`config.mk`:
```
export PLATFORM = sky130hd
export DESIGN_NAME = voice_activity_gate_flat
export DESIGN_NICKNAME = d
export VERILOG_FILES = /design/src/rtl/voice_activity_gate_if.sv /design/src/rtl/voice_activity_gate.sv /design/src/flat_wrapper.sv
export SDC_FILE = /design/constraint.sdc
export NUM_CORES = 1
export LEC_CHECK = 0
export CORE_UTILIZATION = 59
export CTS_CLUSTER_DIAMETER = 80
export DETAILED_ROUTE_END_ITERATION = 7
export GPL_TIMING_DRIVEN = 1
export PLACE_DENSITY = 0.78
export SLEW_MARGIN = 20
export SYNTH_ARGS = -nofsm -noshare
export SYNTH_HDL_FRONTEND = slang
export SYNTH_SLANG_ARGS = --single-unit
```
`constraint.sdc`:
```
create_clock -name clk -period 3 [get_ports clk]
set_input_delay 0.3 -clock clk [delete_from_list [all_inputs] [get_ports clk]]
set_output_delay 0.3 -clock clk [all_outputs]
set_load 0.005 [all_outputs]
```
`src/rtl/voice_activity_gate_if.sv`:
```
// Sample stream between the voice activity gate and the audio-processing stage.
// The master side is the gate; the slave side supplies adc_data and consumes samples.
interface voice_activity_gate_if;
   logic [11:0] adc_data;
   logic [11:0] sample_out;
   logic        sample_valid;
   logic        frame_start;
   logic        frame_last;
   logic        busy;

   modport master (
      input  adc_data,
      output sample_out, sample_valid, frame_start, frame_last, busy
   );

   modport slave (
      output adc_data,
      input  sample_out, sample_valid, frame_start, frame_last, busy
   );
endinterface

```
`src/rtl/voice_activity_gate.sv`:
```
// Energy-triggered utterance gate: samples the ADC, removes DC, forwards one fixed-length capture per trigger.
// Optional macro VAD_DC_TRACK_EN replaces the fixed 2048 offset with a tracked 12.8 fixed-point estimate.
module voice_activity_gate #(
   parameter int CLK_DIV      = 6250,
   parameter int WIN_LEN      = 256,
   parameter int ENERGY_TH    = 65536,
   parameter int TRIG_WINS    = 2,
   parameter int CAPTURE_LEN  = 16000,
   parameter int HOLDOFF_WINS = 4
) (
   input  logic                        clk,
   input  logic                        rst,
   voice_activity_gate_if.master       vag
);
   localparam int DIV_W  = (CLK_DIV > 1) ? $clog2(CLK_DIV) : 1;
   localparam int WIN_W  = $clog2(WIN_LEN);
   localparam int ACC_W  = 11 + WIN_W;
   localparam int EN_W   = ACC_W + 1;
   localparam int TRIG_W = $clog2(TRIG_WINS + 1);
   localparam int CAP_W  = $clog2(CAPTURE_LEN + 1);
   localparam int HOLD_W = $clog2(HOLDOFF_WINS + 2);

   typedef enum logic [1:0] {IDLE, CAPTURE, HOLDOFF} state_t;

   logic [DIV_W-1:0]  div_cnt_reg;
   logic [WIN_W-1:0]  win_cnt_reg;
   logic [ACC_W-1:0]  acc_reg;
   logic              win_end_reg, win_hot_reg;
   logic              strobe, win_last;
   logic [11:0]       x, abs_x;
   logic [EN_W-1:0]   energy;

   state_t            state_reg, state_next;
   logic [TRIG_W-1:0] trig_cnt_reg, trig_cnt_next;
   logic [CAP_W-1:0]  cap_cnt_reg, cap_cnt_next;
   logic [HOLD_W-1:0] hold_cnt_reg, hold_cnt_next;
   logic              busy_reg, busy_next;
   logic [11:0]       sample_out_reg, sample_out_next;
   logic              sample_valid_reg, sample_valid_next;
   logic              frame_start_reg, frame_start_next;
   logic              frame_last_reg, frame_last_next;

   assign strobe   = (div_cnt_reg == DIV_W'(CLK_DIV - 1));
   assign win_last = (win_cnt_reg == WIN_W'(WIN_LEN - 1));

`ifdef VAD_DC_TRACK_EN
   logic [19:0]        dc_reg;
   logic signed [20:0] dc_err;
   logic signed [12:0] x_wide;

   assign dc_err = $signed({1'b0, vag.adc_data, 8'd0}) - $signed({1'b0, dc_reg});
   assign x_wide = $signed({1'b0, vag.adc_data}) - $signed({1'b0, dc_reg[19:8]});
   assign x      = (x_wide[12] != x_wide[11]) ? (x_wide[12] ? 12'h800 : 12'h7ff) : x_wide[11:0];

   always_ff @(posedge clk or negedge rst) begin
      if (!rst) begin
         dc_reg <= 20'h80000;
      end else if (strobe) begin
         dc_reg <= dc_reg + 20'(dc_err >>> 8);
      end
   end
`else
   // adc - 2048 is just the offset-binary to two's-complement flip
   assign x = {~vag.adc_data[11], vag.adc_data[10:0]};
`endif

   assign abs_x = x[11] ? (~x + 12'd1) : x;
   // The full-window sum can reach 2048*WIN_LEN, so the final add gets one extra bit
   assign energy = EN_W'(acc_reg) + EN_W'(abs_x);

   always_ff @(posedge clk or negedge rst) begin
      if (!rst) begin
         div_cnt_reg <= '0;
         win_cnt_reg <= '0;
         acc_reg     <= '0;
         win_end_reg <= 1'b0;
         win_hot_reg <= 1'b0;
      end else begin
         win_end_reg <= 1'b0;
         if (strobe) begin
            div_cnt_reg <= '0;
            win_cnt_reg <= win_cnt_reg + WIN_W'(1);
            if (win_last) begin
               acc_reg     <= '0;
               win_end_reg <= 1'b1;
               win_hot_reg <= 32'(energy) > 32'(ENERGY_TH);
            end else begin
               acc_reg <= acc_reg + ACC_W'(abs_x);
            end
         end else begin
            div_cnt_reg <= div_cnt_reg + DIV_W'(1);
         end
      end
   end

   always_ff @(posedge clk or negedge rst) begin
      if (!rst) begin
         state_reg        <= IDLE;
         trig_cnt_reg     <= '0;
         cap_cnt_reg      <= '0;
         hold_cnt_reg     <= '0;
         busy_reg         <= 1'b0;
         sample_out_reg   <= '0;
         sample_valid_reg <= 1'b0;
         frame_start_reg  <= 1'b0;
         frame_last_reg   <= 1'b0;
      end else begin
         state_reg        <= state_next;
         trig_cnt_reg     <= trig_cnt_next;
         cap_cnt_reg      <= cap_cnt_next;
         hold_cnt_reg     <= hold_cnt_next;
         busy_reg         <= busy_next;
         sample_out_reg   <= sample_out_next;
         sample_valid_reg <= sample_valid_next;
         frame_start_reg  <= frame_start_next;
         frame_last_reg   <= frame_last_next;
      end
   end

   always_comb begin
      state_next        = state_reg;
      trig_cnt_next     = trig_cnt_reg;
      cap_cnt_next      = cap_cnt_reg;
      hold_cnt_next     = hold_cnt_reg;
      busy_next         = busy_reg;
      sample_out_next   = sample_out_reg;
      sample_valid_next = 1'b0;
      frame_start_next  = 1'b0;
      frame_last_next   = 1'b0;
      case (state_reg)
         IDLE: begin
            if (win_end_reg) begin
               if (!win_hot_reg) begin
                  trig_cnt_next = '0;
               end else if (32'(trig_cnt_reg) + 32'd1 >= 32'(TRIG_WINS)) begin
                  trig_cnt_next = '0;
                  state_next    = CAPTURE;
               end else begin
                  trig_cnt_next = trig_cnt_reg + TRIG_W'(1);
               end
            end
         end
         CAPTURE: begin
            if (strobe) begin
               sample_valid_next = 1'b1;
               sample_out_next   = x;
               busy_next         = 1'b1;
               frame_start_next  = (cap_cnt_reg == '0);
               cap_cnt_next      = cap_cnt_reg + CAP_W'(1);
               if (cap_cnt_reg == CAP_W'(CAPTURE_LEN - 1)) begin
                  frame_last_next = 1'b1;
                  cap_cnt_next    = '0;
                  // the window already in progress counts as the first holdoff window
                  hold_cnt_next   = HOLD_W'(1);
                  state_next      = HOLDOFF;
               end
            end
         end
         HOLDOFF: begin
            if (win_end_reg) begin
               if (32'(hold_cnt_reg) + 32'd1 >= 32'(HOLDOFF_WINS)) begin
                  hold_cnt_next = '0;
                  busy_next     = 1'b0;
                  state_next    = IDLE;
               end else begin
                  hold_cnt_next = hold_cnt_reg + HOLD_W'(1);
               end
            end
         end
         default: state_next = IDLE;
      endcase
   end

   assign vag.sample_out   = sample_out_reg;
   assign vag.sample_valid = sample_valid_reg;
   assign vag.frame_start  = frame_start_reg;
   assign vag.frame_last   = frame_last_reg;
   assign vag.busy         = busy_reg;
endmodule

```
`src/flat_wrapper.sv`:
```
// flat-port wrapper written by rule: the top's interface ports become plain ports
module voice_activity_gate_flat 
#(
   parameter int CLK_DIV      = 6250,
   parameter int WIN_LEN      = 256,
   parameter int ENERGY_TH    = 65536,
   parameter int TRIG_WINS    = 2,
   parameter int CAPTURE_LEN  = 16000,
   parameter int HOLDOFF_WINS = 4
)
  (clk, rst, vag_adc_data, vag_sample_out, vag_sample_valid, vag_frame_start, vag_frame_last, vag_busy);
  voice_activity_gate_if vag_i ();
  input  logic clk;
  input  logic rst;
  input wire logic [$bits(vag_i.adc_data)-1:0] vag_adc_data;
  output wire logic [$bits(vag_i.sample_out)-1:0] vag_sample_out;
  output wire logic [$bits(vag_i.sample_valid)-1:0] vag_sample_valid;
  output wire logic [$bits(vag_i.frame_start)-1:0] vag_frame_start;
  output wire logic [$bits(vag_i.frame_last)-1:0] vag_frame_last;
  output wire logic [$bits(vag_i.busy)-1:0] vag_busy;
  assign vag_i.adc_data = vag_adc_data;
  assign vag_sample_out = vag_i.sample_out;
  assign vag_sample_valid = vag_i.sample_valid;
  assign vag_frame_start = vag_i.frame_start;
  assign vag_frame_last = vag_i.frame_last;
  assign vag_busy = vag_i.busy;
  voice_activity_gate #(.CLK_DIV(CLK_DIV), .WIN_LEN(WIN_LEN), .ENERGY_TH(ENERGY_TH), .TRIG_WINS(TRIG_WINS), .CAPTURE_LEN(CAPTURE_LEN), .HOLDOFF_WINS(HOLDOFF_WINS)) u_core (.clk(clk), .rst(rst), .vag(vag_i));
endmodule
```
==> impl_metrics.toml, run 1 <==
[worst_setup_path]
arrival_ps = 3360
path_class = "primary input to flop"
crit_path_end_kind = "flop"
crit_required_ps = 3220
critPathMaxFanout = 3
startpoint_type = "primary input"

[sta]
clock_skew_ps = 7.66
setup_viol = 1
tightest_slew_ps = 498
maxSlewViolCount = 0
fin_crit_ps = 3140
finalCritPeriodShare = 1.05
fmax_mhz = 319
grt_setup_unrepaired = "yes"
finalWorstSetupSlack_ps = -139
relSlewSlack = 0.667
finalHoldViolCount = 0

[floorplanning]
die_y_um = 89.8
die_area_sq_um = 8060
die-width_um = 89.8
ios = 30
rows = 31
placeableCoreArea_sq_um = 7370
start_util = 0.617

[drt]
vias_per_cell = 5.94
first_iter_violations = 309
ant_nets = 0
post_drt_wl_per_cell_um = 16.7
first_pass_iters = 5
drc = 0
wl_um = 11800
vias = 4179

[power_and_ir_drop]
ir_drop_uv = 306
switching_share = 0.267
cellPowerDensity_nw_per_um2 = 398
combPwrFrac = 0.185
intPower_mw = 1.71
seq_power_share = 0.456
clock_power_share = 0.358
p_leak_nw = 2.67
p_switching_uw = 623

[cts]
htreeDepth = 3
clkSinkCount = 79
cts.clk_slew.worst_paths_ps = 80
cts_tree = "done"
numCtsBuffers = 9
cts_root_buffer = "clkbuf_8"
clock_path_buffers = 2
insertion_delay_ps = 350

[final_layout]
drive_gt1_frac = 0.226
antenna_cells = 0
stdcell_area_sq_um = 5850
nNetsFinal = 637
largest_reg_flops = 19
fillers = 481
final-instance-count-excl-fill = 704
area_growth_syn_to_layout_pct = 28.6

[synthesis]
synth_warnings = 0
ys_async_sr_fraction = 1.00
synth-main-ff-cell = "dfrtp_1"
synth_cell_types = 63
syn_nets = 548
syn_area_sq_um = 4550
synth_cells = 511
ys_seq_elements = 79
synth.avg_cell_area_sq_um = 8.90
ys_seq_area_frac = 0.435
synth-edff-count = 0

[global_routing]
grt_pass1_vias = 4182
grt_max_degree = 80
grt_first_pass_wirelength_um = 19500
grt-ovfl-total = 0
grt_usage = 0.302
antenna_found_initial = 0

[worst_hold_path]
min_path_type = "primary input to flop"

[placement]
pre_cts_ws_ps = -714
portBuffers = 29
dpl.cell_count = 679
hpwl_um = 8170
gp_congestion = 1.05
place_area_sq_um = 5340

[run_status]
status = "finished, violations left"
violations = "setup timing"

[flow_run]
maxCapViolCount = 0
[layout by cell type, fill, tap and decap left out, drive strengths merged, types with 3 or more instances in the layout]
| cell type | n |
|---|---|
| xnor2 | 24 |
| nor2 | 50 |
| dfrtp | 79 |
| o22ai | 4 |
| ha | 22 |
| a31oi | 5 |
| nand3 | 17 |
| nand2 | 89 |
| inv | 20 |
| nand2b | 5 |
| buf | 70 |
| xor2 | 20 |
| o21a | 4 |
| or3 | 3 |
| nor4b | 3 |
| and3 | 12 |
| o21ai | 48 |
| a21oi | 21 |
| a211oi | 3 |
| clkdlybuf4s50 | 20 |
| o41ai | 3 |
| nand4 | 10 |
| a22o | 3 |
| o31ai | 4 |
| and4 | 3 |
| a21o | 3 |
| and2 | 5 |
| clkbuf | 12 |
| nor3 | 7 |
[worst max-delay path, cell delays in order]
cell	delay, ps
clkdlybuf4s15_2	210
inv_1	140
ha_4	170
nand2b_4	70
nor3_4	220
a21oi_2	110
xor2_2	220
ha_4	250
o21ai_1	190
o22ai_1	140
a2111oi_4	300
nand4_1	220
nor4_1	320
nand4_1	160
o41ai_2	210
a41oi_1	140
[logic make-up (layout without fill, tap and decap cells)]
logic type               count (synthesis)  after routing  synth area share
adder cells (fa/ha/maj)                 23             23            0.0649
AO/OA/AOI/OAI                          116            116             0.161
multiplexers                             1              1           0.00248
AND/OR/NAND/NOR                        212            212             0.218
flip-flops                              79             79             0.435
XOR/XNOR                                44             44            0.0848
buffers and inverters                   36            130            0.0336
[per-layer routing]
layer  up-vias  GRT usage  routed length [um]
met3        33     0.0575                 619
met1      2028      0.375                4940
met4         0      0.142                 375
li1       1958          -                   -
met5         -          0                   0
met2       160      0.508                5840
[power groups by stage]
| stage | logic, mW | registers [mW] | clock network, mW |
|---|---|---|---|
| floorplan | 0.185 | 1.09 | 0 |
| global placement | 0.356 | 1.09 | 0 |
| detailed placement | 0.363 | 1.09 | 0 |
| CTS | 0.391 | 1.06 | 0.856 |
| global route | 0.465 | 1.06 | 0.889 |
| finish | 0.432 | 1.06 | 0.835 |
[cell usage after synthesis (all sizes together), types with 7 or more instances]
| master | count | area, sq um |
|---|---|---|
| a21oi | 21 | 109 |
| and3 | 12 | 76.3 |
| clkbuf | 12 | 45.0 |
| dfrtp | 79 | 1980 |
| ha | 22 | 275 |
| inv | 18 | 67.6 |
| nand2 | 89 | 337 |
| nand3 | 17 | 85.1 |
| nand4 | 10 | 68.8 |
| nor2 | 50 | 188 |
| nor3 | 7 | 35.0 |
| o21ai | 48 | 244 |
| xnor2 | 24 | 210 |
| xor2 | 20 | 175 |
[stage by stage]
stage               setup TNS (ps)  utilization  hold slack, ps  total power [mW]
floorplan                    -48.4            -            4.41              1.27
global placement             -4390        0.725             459              1.44
detailed placement           -5560        0.725             462              1.45
CTS                              0        0.770             117              2.31
global route                  -304        0.794             306              2.42
finish                        -139        0.794             279              2.33
[area by class of cell]
class | count | area, sq um | share of cell area
clock inverter | 5 | 62.6 | 0.0107
sequential | 79 | 1980 | 0.338
multi-input combinational | 396 | 2660 | 0.455
tap | 99 | 124 | 0.0212
inverter | 18 | 67.6 | 0.0116
timing repair buffer | 96 | 807 | 0.138
clock buffer | 11 | 151 | 0.0259
[path summary, 6_finish.rpt]
check	startpoint	to	slack, ps	cells after the start
max in group asynchronous	rst	u_core.win_cnt_reg[5]$_DFFE_PN0P_	2040	3
max reg2reg	u_core.acc_reg[0]$_DFFE_PN0P_	u_core.win_hot_reg$_DFFE_PN0P_	220	11
min reg2reg	u_core.vag.sample_out[9]$_DFFE_PN0P_	u_core.vag.sample_out[9]$_DFFE_PN0P_	480	2
min in group asynchronous	rst	u_core.cap_cnt_reg[0]$_DFFE_PN0P_	390	2
max	vag_adc_data[0]	u_core.win_hot_reg$_DFFE_PN0P_	-140	16
min	vag_adc_data[4]	u_core.vag.sample_out[4]$_DFFE_PN0P_	280	4
[timing repair]
item | in CTS | in global routing
endpoints found under the setup margin | 9 | 5
hold buffers | 0 | 1
resized for setup | 40 | 23
setup buffers | 6 | 1
pin swaps | 28 | 12
endpoints found under the hold margin | 0 | 21
Power figures use the tool's default switching activity.
==> run 2: changes to the inputs <==
--- a/config.mk
+++ b/config.mk
@@ -5,11 +5,11 @@
 export SDC_FILE = /design/constraint.sdc
 export NUM_CORES = 1
 export LEC_CHECK = 0
-export CORE_UTILIZATION = 59
+export CORE_UTILIZATION = 50
 export CTS_CLUSTER_DIAMETER = 80
 export DETAILED_ROUTE_END_ITERATION = 7
 export GPL_TIMING_DRIVEN = 1
-export PLACE_DENSITY = 0.78
+export PLACE_DENSITY = 0.67
 export SLEW_MARGIN = 20
 export SYNTH_ARGS = -nofsm -noshare
 export SYNTH_HDL_FRONTEND = slang
==> impl_metrics.toml, run 2 (same netlist as run 1, synthesis figures left out) <==
[final_layout]
final_cell_mix = "nand2_1, dfrtp_1, buf_4"
area_growth_syn_to_layout_pct = 27.6
final-instance-count-excl-fill = 717
nNetsFinal = 641
layout_commonest_cell = "nand2_1"
largest_reg_flops = 19
drive_gt1_frac = 0.218
antenna_cells = 0

[sta]
fmax_mhz = 325
finalCritPeriodShare = 1.03
tightest_slew_ps = 705
finalWorstSetupSlack_ps = -78.0
fin_crit_ps = 3080
maxSlewViolCount = 0
relSlewSlack = 0.530
totalNegativeSetupSlack_ps = -78.0
finalHoldViolCount = 41
setup_viol = 1
fin_hold_ws_ps = -35.9
grt_setup_unrepaired = "yes"
clock_skew_ps = 15.1

[floorplanning]
die-width_um = 97.4
rows = 34
start_util = 0.519
placeableCoreArea_sq_um = 8760
die_y_um = 97.4
ios = 30
die_area_sq_um = 9480

[cts]
cts_root_buffer = "clkbuf_8"
clock_path_buffers = 2
post_cts_hold_buffer_count = 0
cts.clk_slew.worst_paths_ps = 90
insertion_delay_ps = 350
numCtsBuffers = 9
htreeDepth = 3
cts_tree = "done"
clkSinkCount = 79

[global_routing]
grt_max_degree = 80
grt-ovfl-total = 0
grt_pass1_vias = 3956
grt_usage = 0.248
grt_first_pass_wirelength_um = 19100
antenna_found_initial = 0

[worst_setup_path]
crit_path_end_kind = "flop"
path_class = "primary input to flop"
critPathMaxFanout = 8
arrival_ps = 3290
startpoint_type = "primary input"
crit_required_ps = 3220
reg2reg_depth = 11

[placement]
portBuffers = 29
hpwl_um = 7970
dpl.cell_count = 696
gp_congestion = 0.880

[run_status]
status = "finished, violations left"
violations = "hold timing, setup timing"

[drt]
first_iter_violations = 222
wl_um = 11300
drc = 0
vias_per_cell = 5.64
post_drt_wl_per_cell_um = 15.7
first_pass_iters = 5
vias = 4042
ant_nets = 0

[power_and_ir_drop]
cellPowerDensity_nw_per_um2 = 395
ir_drop_uv = 257
p_leak_nw = 2.68

[worst_hold_path]
min_path_type = "primary input to asynchronous set/reset pin"

[flow_run]
maxCapViolCount = 0
-- run 2: cell types whose count changed in the layout (fill, tap and decap cells not counted), sizes merged --
| cell | previous run | this run |
|---|---|---|
| buf | 70 | 76 |
| dlymetal6s2s | 1 | 0 |
| clkdlybuf4s50 | 20 | 19 |
| clkinv | 0 | 3 |
| dlygate4sd2 | 1 | 3 |
| clkinvlp | 2 | 0 |
| clkbuf | 12 | 10 |
| dlygate4sd3 | 1 | 0 |
-- run 2: layout make-up --
cell class                 count  area (sq um)
sequential                    79          1980
fill                         708          2960
clock inverter                 6          68.8
inverter                      18          67.6
clock buffer                  10           128
tap                          108           135
multi-input combinational    396          2600
timing repair buffer         100           831
-- run 2: worst paths after layout --
path / slack (ps) / end / startpoint
max: -80 / u_core.win_hot_reg$_DFFE_PN0P_ / vag_adc_data[3]
min: -40 / u_core.cap_cnt_reg[1]$_DFFE_PN0P_ / rst
max reg2reg: 170 / u_core.win_hot_reg$_DFFE_PN0P_ / u_core.acc_reg[0]$_DFFE_PN0P_
min reg2reg: 480 / u_core.vag.sample_out[4]$_DFFE_PN0P_ / u_core.vag.sample_out[4]$_DFFE_PN0P_
max in group asynchronous: 2530 / u_core.div_cnt_reg[3]$_DFF_PN0_ / rst
min in group clk: 240 / u_core.vag.sample_out[5]$_DFFE_PN0P_ / vag_adc_data[5]
-- run 2: power by group --
group | total, mW | leakage, nW | switching (mW) | internal, mW
logic | 0.422 | 1.60 | 0.215 | 0.206
clock network | 0.809 | 0.103 | 0.416 | 0.393
registers | 1.06 | 0.975 | 0 | 1.06
-- run 2: critical path: stages --
cell and delay (ps):
buf_6 90, or3_4 390, buf_4 160, nor3_4 190
a21oi_2 90, xor2_1 170, ha_1 330, buf_4 180
o2111ai_2 150, a2111oi_4 290, nand4_1 150, nor4_2 290
nand4_1 150, o41ai_2 220, a41oi_1 140
-- run 2: layer usage --
layer / routed length (um) / up-vias / track usage
met5: 0 / - / 0
met4: 199 / 0 / 0.0758
met3: 432 / 20 / 0.0367
met2: 5400 / 105 / 0.402
li1: - / 1970 / -
met1: 5250 / 1947 / 0.344
-- run 2: stage by stage --
stage	setup slack (ps)	utilization	area, sq um	total power, mW
after floorplan	-48.4	-	4580	1.27
after global placement	-677	0.618	5410	1.46
after detailed placement	-777	0.618	5410	1.46
after CTS	-28.3	0.651	5710	2.28
after global routing	-201	0.662	5800	2.39
final	-78.0	0.662	5800	2.29
-- run 2: repair_timing --
item                       4_1_cts  5_1_grt
gates resized for setup         45       17
pin swaps                       21        9
buffers inserted                 4        2
setup endpoints to repair       10        9
